$ cat src/rtl/adc_apb_pkg.sv
// Shared types and constants for the ADC register-file APB initiator.
package adc_apb_pkg;

    // Initiator sequencing: wait for a command, run one bus access, then
    // hold the bus idle while the beat's response is handed off.
    typedef enum logic [1:0] {
        IDLE   = 2'd0,
        ACCESS = 2'd1,
        POST   = 2'd2
    } state_t;

    localparam int ADDR_W_DEFAULT  = 21;
    localparam int DATA_W_DEFAULT  = 16;
    localparam int LEN_W_DEFAULT   = 7;
    localparam int TIMEOUT_DEFAULT = 255;

    // Read data reported when a beat is aborted for lack of pready.
    localparam logic [15:0] ERR_DATA = 16'hffff;

    // Fixed-address sample FIFO port of the ADC register file.
    localparam logic [20:0] SAMPLE_PORT_ADDR = 21'h7fff;

endpackage : adc_apb_pkg

$ cat src/rtl/adc_apb_master.sv
// APB-style initiator for the ADC register file. Accepts one command at a
// time, expands it into (cmd_len+1) bus beats at a fixed or incrementing
// address, and returns per-beat read data (or one completion for writes)
// on a valid/ready response stream. Beats that never see pready are
// aborted after TIMEOUT cycles and the rest of the command is dropped.
module adc_apb_master
    import adc_apb_pkg::*;
#(
    parameter int ADDR_W  = ADDR_W_DEFAULT,
    parameter int DATA_W  = DATA_W_DEFAULT,
    parameter int LEN_W   = LEN_W_DEFAULT,
    parameter int TIMEOUT = TIMEOUT_DEFAULT
) (
    input  logic              clk,
    input  logic              rstn,
    input  logic              cmd_vld,
    output logic              cmd_rdy,
    input  logic              cmd_write,
    input  logic [ADDR_W-1:0] cmd_addr,
    input  logic [DATA_W-1:0] cmd_wdata,
    input  logic [LEN_W-1:0]  cmd_len,
    input  logic              cmd_incr,
    output logic              rsp_vld,
    input  logic              rsp_rdy,
    output logic [DATA_W-1:0] rsp_data,
    output logic              rsp_last,
    output logic              rsp_err,
    output logic              busy,
    output logic              psel,
    output logic [ADDR_W-1:0] paddr,
    output logic              pwrite,
    output logic [DATA_W-1:0] pwdata,
    input  logic [DATA_W-1:0] prdata,
    input  logic              pready
);

    localparam int TO_W = $clog2(TIMEOUT + 1);

    state_t              state;
    logic [ADDR_W-1:0]   base_addr;
    logic                incr_q;
    logic [LEN_W-1:0]    len_q;
    logic [LEN_W-1:0]    beat;
    logic [TO_W-1:0]     tcnt;
    logic                accept;
    logic                last_beat;
    logic [LEN_W-1:0]    next_beat;
    logic [ADDR_W-1:0]   next_addr;

    // Command port is open only when idle and out of reset, so cmd_rdy is
    // already low while rstn is asserted and high as soon as it releases.
    assign cmd_rdy   = rstn && (state == IDLE);
    assign busy      = (state != IDLE);
    assign accept    = cmd_vld && cmd_rdy;
    assign last_beat = (beat == len_q);
    assign next_beat = beat + 1'b1;
    // Incrementing bursts wrap naturally at 2^ADDR_W.
    assign next_addr = incr_q ? (base_addr + ADDR_W'(next_beat)) : base_addr;

    // Main sequencer: command capture, bus access with timeout, and the
    // response hand-off that also enforces an idle bus cycle between beats.
    always_ff @(posedge clk or negedge rstn) begin
        if (!rstn) begin
            state     <= IDLE;
            base_addr <= '0;
            incr_q    <= 1'b0;
            len_q     <= '0;
            beat      <= '0;
            tcnt      <= '0;
            psel      <= 1'b0;
            paddr     <= '0;
            pwrite    <= 1'b0;
            pwdata    <= '0;
            rsp_vld   <= 1'b0;
            rsp_data  <= '0;
            rsp_last  <= 1'b0;
            rsp_err   <= 1'b0;
        end else begin
            case (state)
                IDLE: begin
                    if (accept) begin
                        base_addr <= cmd_addr;
                        incr_q    <= cmd_incr;
                        len_q     <= cmd_len;
                        beat      <= '0;
                        tcnt      <= '0;
                        psel      <= 1'b1;
                        paddr     <= cmd_addr;
                        pwrite    <= cmd_write;
                        pwdata    <= cmd_wdata;
                        state     <= ACCESS;
                    end
                end
                ACCESS: begin
                    if (pready) begin
                        psel  <= 1'b0;
                        state <= POST;
                        if (!pwrite || last_beat) begin
                            rsp_vld  <= 1'b1;
                            rsp_data <= pwrite ? '0 : prdata;
                            rsp_last <= last_beat;
                            rsp_err  <= 1'b0;
                        end
                    end else if (tcnt == TO_W'(TIMEOUT - 1)) begin
                        psel     <= 1'b0;
                        state    <= POST;
                        rsp_vld  <= 1'b1;
                        rsp_data <= DATA_W'(ERR_DATA);
                        rsp_last <= 1'b1;
                        rsp_err  <= 1'b1;
                    end else begin
                        tcnt <= tcnt + 1'b1;
                    end
                end
                POST: begin
                    if (!rsp_vld || rsp_rdy) begin
                        rsp_vld <= 1'b0;
                        if (rsp_vld && rsp_last) begin
                            state <= IDLE;
                        end else begin
                            beat  <= next_beat;
                            tcnt  <= '0;
                            paddr <= next_addr;
                            psel  <= 1'b1;
                            state <= ACCESS;
                        end
                    end
                end
                default: begin
                    state <= IDLE;
                end
            endcase
        end
    end

endmodule : adc_apb_master

$ cat config.mk
export PLATFORM = sky130hd
export DESIGN_NAME = adc_apb_master
export DESIGN_NICKNAME = d
export VERILOG_FILES = /design/src/rtl/adc_apb_pkg.sv /design/src/rtl/adc_apb_master.sv
export SDC_FILE = /design/constraint.sdc
export NUM_CORES = 1
export LEC_CHECK = 0
export CELL_PAD_IN_SITES_DETAIL_PLACEMENT = 1
export CELL_PAD_IN_SITES_GLOBAL_PLACEMENT = 2
export CORE_ASPECT_RATIO = 0.7
export CORE_MARGIN = 2
export CORE_UTILIZATION = 30
export DETAILED_ROUTE_END_ITERATION = 8
export GPL_ROUTABILITY_DRIVEN = 1
export MAX_ROUTING_LAYER = met4
export PLACE_DENSITY_LB_ADDON = 0.1
export SLEW_MARGIN = 15
export SYNTH_ARGS = -nofsm -noshare
export SYNTH_HDL_FRONTEND = slang
export SYNTH_SLANG_ARGS = --single-unit
export TNS_END_PERCENT = 5
$ cat constraint.sdc
create_clock -name clk -period 7.55 [get_ports clk]
set_clock_uncertainty 0.2 [all_clocks]
set_input_delay 1.51 -clock clk [delete_from_list [all_inputs] [get_ports clk]]
set_output_delay 1.51 -clock clk [all_outputs]
set_load 0.005 [all_outputs]
==> impl_metrics.csv <==
group,metric,value,unit
synthesis,yosysTopAreaCell,"dfrtp_1",
grt,first_global_vias,5001,
floorplan,die-area,0.01863,mm^2
timing,finalCritPeriodShare,0.5942,
synthesis,synth_nets,668,
min_path,min_path_type,"register to register",
timing,setup_viol,0,
synthesis,yosysUniqueCellTypes,49,
clocking,path_clk_slew,0.07,ns
route,drt_iter0_drc,180,
timing,tightest_slew,0.7952,ns
power,p_per_area,375.4,mW/mm^2
setup_path,cp_max_fo,50,
synthesis,syn_area_per_cell,8.950,um^2
timing,fin_crit,4.486,ns
place,place_hpwl,11.05,mm
synthesis,synth_top_cell_area_share,0.4945,
route,dr.pass1.iters,4,
synthesis,synthArstFlopShare,1.000,
timing,hold_viol_final,0,
route,wl_per_cell,17.34,um
grt,antenna_found_initial,0,
route,vias_per_cell,5.046,
timing,max_slew_margin,0.4698,
layout,drive_above_1_share,0.04681,
setup_path,start_kind,"primary input",
power,power_leakage,0.003091,uW
clocking,clkSinkCount,104,
synthesis,synth_cells,588,
route,postRouteAntennaNets,0,
grt,grt_pass1_wl,26.63,mm
timing,hold_slack,0.2811,ns
synthesis,ys.flop_type,"dfrtp_1",
synthesis,synth_area_leaders,"dfrtp_1 (49%), nand2_1 (11%), nand3_1 (3.5%)",
setup_path,critical_path.max_stage_delay,0.51,ns
layout,finish.instance_area,0.007037,mm^2
clocking,cts_tree,"yes",
floorplan,start_util,0.3066,
grt,grtUsageTotal,0.1876,
grt,grt-ovfl-total,0,
synthesis,seq_area_frac_synth,0.4945,
layout,syn_to_final_growth,33.71,%
place,gp_congestion,0.7640,
power,pwr-share-seq,0.388,
floorplan,rows,40,
synthesis,synth-seq-cells,104,
timing,rsz0062_at_grt,"false",
synthesis,ys_warn_count,0,
power,clockPowerShare,0.186,
clocking,cts.repair.resized,0,
setup_path,slowest_stage,"buf_4",
timing,max_freq,222.9,MHz
flow_run,cap_violations,0,
clocking,clockBufferDepth,2,
setup_path,worstSetupPathType,"primary input to output pin",
clocking,clock_latency,0.36,ns
place,pre_cts_slack,3.014,ns
floorplan,die_x,162.3,um
status,status,"finished, final reports clean",
route,num_vias,4723,
layout,nNetsFinal,780,
power,p_int,1672,uW
floorplan,core_area,0.01717,mm^2
route,wl,16.23,mm
power,switching_share,0.3671,
setup_path,end_kind,"output pin",
floorplan,pin_count,127,
setup_path,crit_chain,"buf_4 -> inv_1 -> nor2_1 -> clkdlybuf4s50_1",
setup_path,cp_data_arrival_time,2.78,ns
power,p_sw,969.6,uW
synthesis,synthTopCellsByCount,"nand2_1 (155), dfrtp_1 (104), nor2_1 (39)",
place,placed_area,0.006730,mm^2
clocking,htreeDepth,3,
route,drcViolationCount,0,
synthesis,netlist_area,0.005263,mm^2
clocking,postCtsSetupBuffers,0,
clocking,cts_hold_buf,0,
power,vdd_drop_max,123.8,uV
place,dp.cells,920,
synthesis,yosysMostFrequentCell,"nand2_1",
layout,antennaDiodeCount,0,
layout,stdcell_count,936,
grt,grt_max_degree,66,
clocking,cts_buffers,9,
power,p_comb_frac,0.427,
floorplan,die-height,114.8,um
setup_path,crit_required,5.84,ns
clocking,clockRootBuffer,"clkbuf_16",
place,io_buffers,126,
timing,layout_setup_ws,3.064,ns
synthesis,synth_edf_count,0,
timing,finalMaxSlewViolations,0,
timing,finalSetupTns,0,ns
area by class of cell:
type	instances	area (um^2)
flip-flops and latches	104	2603
multi-input cells	439	2471
clock buffers	10	239.0
well taps	231	289.0
fillers	1993	10130
inverters	11	41.29
clock inverters	6	67.56
repair buffers	135	1326
cells by family after synthesis:
family	count (synthesis)	share of synthesized area
adder cells (fa/ha/maj)	13	0.03233
XOR/XNOR	30	0.04993
buffers and inverters	45	0.04184
AO/OA/AOI/OAI	112	0.1400
multiplexers	3	0.005706
AND/OR/NAND/NOR	281	0.2356
flip-flops	104	0.4945
sequential cells by signal (all words and copies together) (netlist names):
register	cells
paddr	21
rsp_err	1
rsp_vld	1
beat	7
pwdata	16
incr_q	1
psel	1
len_q	7
state	2
pwrite	1
base_addr	21
tcnt	8
rsp_last	1
rsp_data	16
stage by stage:
stage / utilization / power [uW]
detailed placement: 0.3921 / 2175
CTS: 0.4099 / 2688
global placement: 0.3921 / 2136
finish: 0.4099 / 2641
global route: 0.4099 / 2855
floorplan: - / 1580
critical path, delay by kind of cell:
family	cells	cell delay [ns]
buf+inv	3	1.10
simple gates	1	0.12
layout by cell type, fill, tap and decap left out, drive strengths merged, types with 4 or more instances in the layout:
master	count
nand4	9
xnor2	11
nor2	39
xor2	19
nor3	7
dfrtp	104
a21oi	27
nand2	155
a21o	4
o2bb2ai	17
ha	12
o21ai	23
nand3	37
or4	4
clkinv	4
inv	10
clkdlybuf4s50	125
o211ai	9
or3	11
buf	10
clkbuf	10
o22ai	16
per-layer routing:
| layer | up-vias | GRT usage | routed length, um |
|---|---|---|---|
| met5 | - | - | 0 |
| met4 | 0 | 0.03894 | 141 |
| met3 | 9 | 0.03716 | 523 |
| met2 | 66 | 0.2913 | 7451 |
| met1 | 2397 | 0.2567 | 8118 |
| li1 | 2251 | - | - |
worst paths after layout:
check,start,end,slack (ns),cells after the start
worst min register to register,pwdata[11]$_DFFE_PN0P_,pwdata[11]$_DFFE_PN0P_,0.28,2
min in group asynchronous,rstn,paddr[3]$_DFFE_PN0P_,0.99,1
max in group asynchronous,rstn,base_addr[3]$_DFFE_PN0P_,4.88,2
worst max-delay path,rstn,cmd_rdy,3.06,4
worst max register to register,beat[0]$_DFFE_PN0P_,paddr[15]$_DFFE_PN0P_,4.33,10
worst min-delay path,pwdata[11]$_DFFE_PN0P_,pwdata[11]$_DFFE_PN0P_,0.28,2
power groups by stage:
stage	clock network [uW]	logic, uW	registers, uW
final	491	1130	1020
after global routing	529	1260	1060
after CTS	509	1150	1030
after detailed placement	0	1140	1030
after global placement	0	1110	1030
after floorplan	0	593	987
Note: power is estimated with default switching activity, not from simulation.
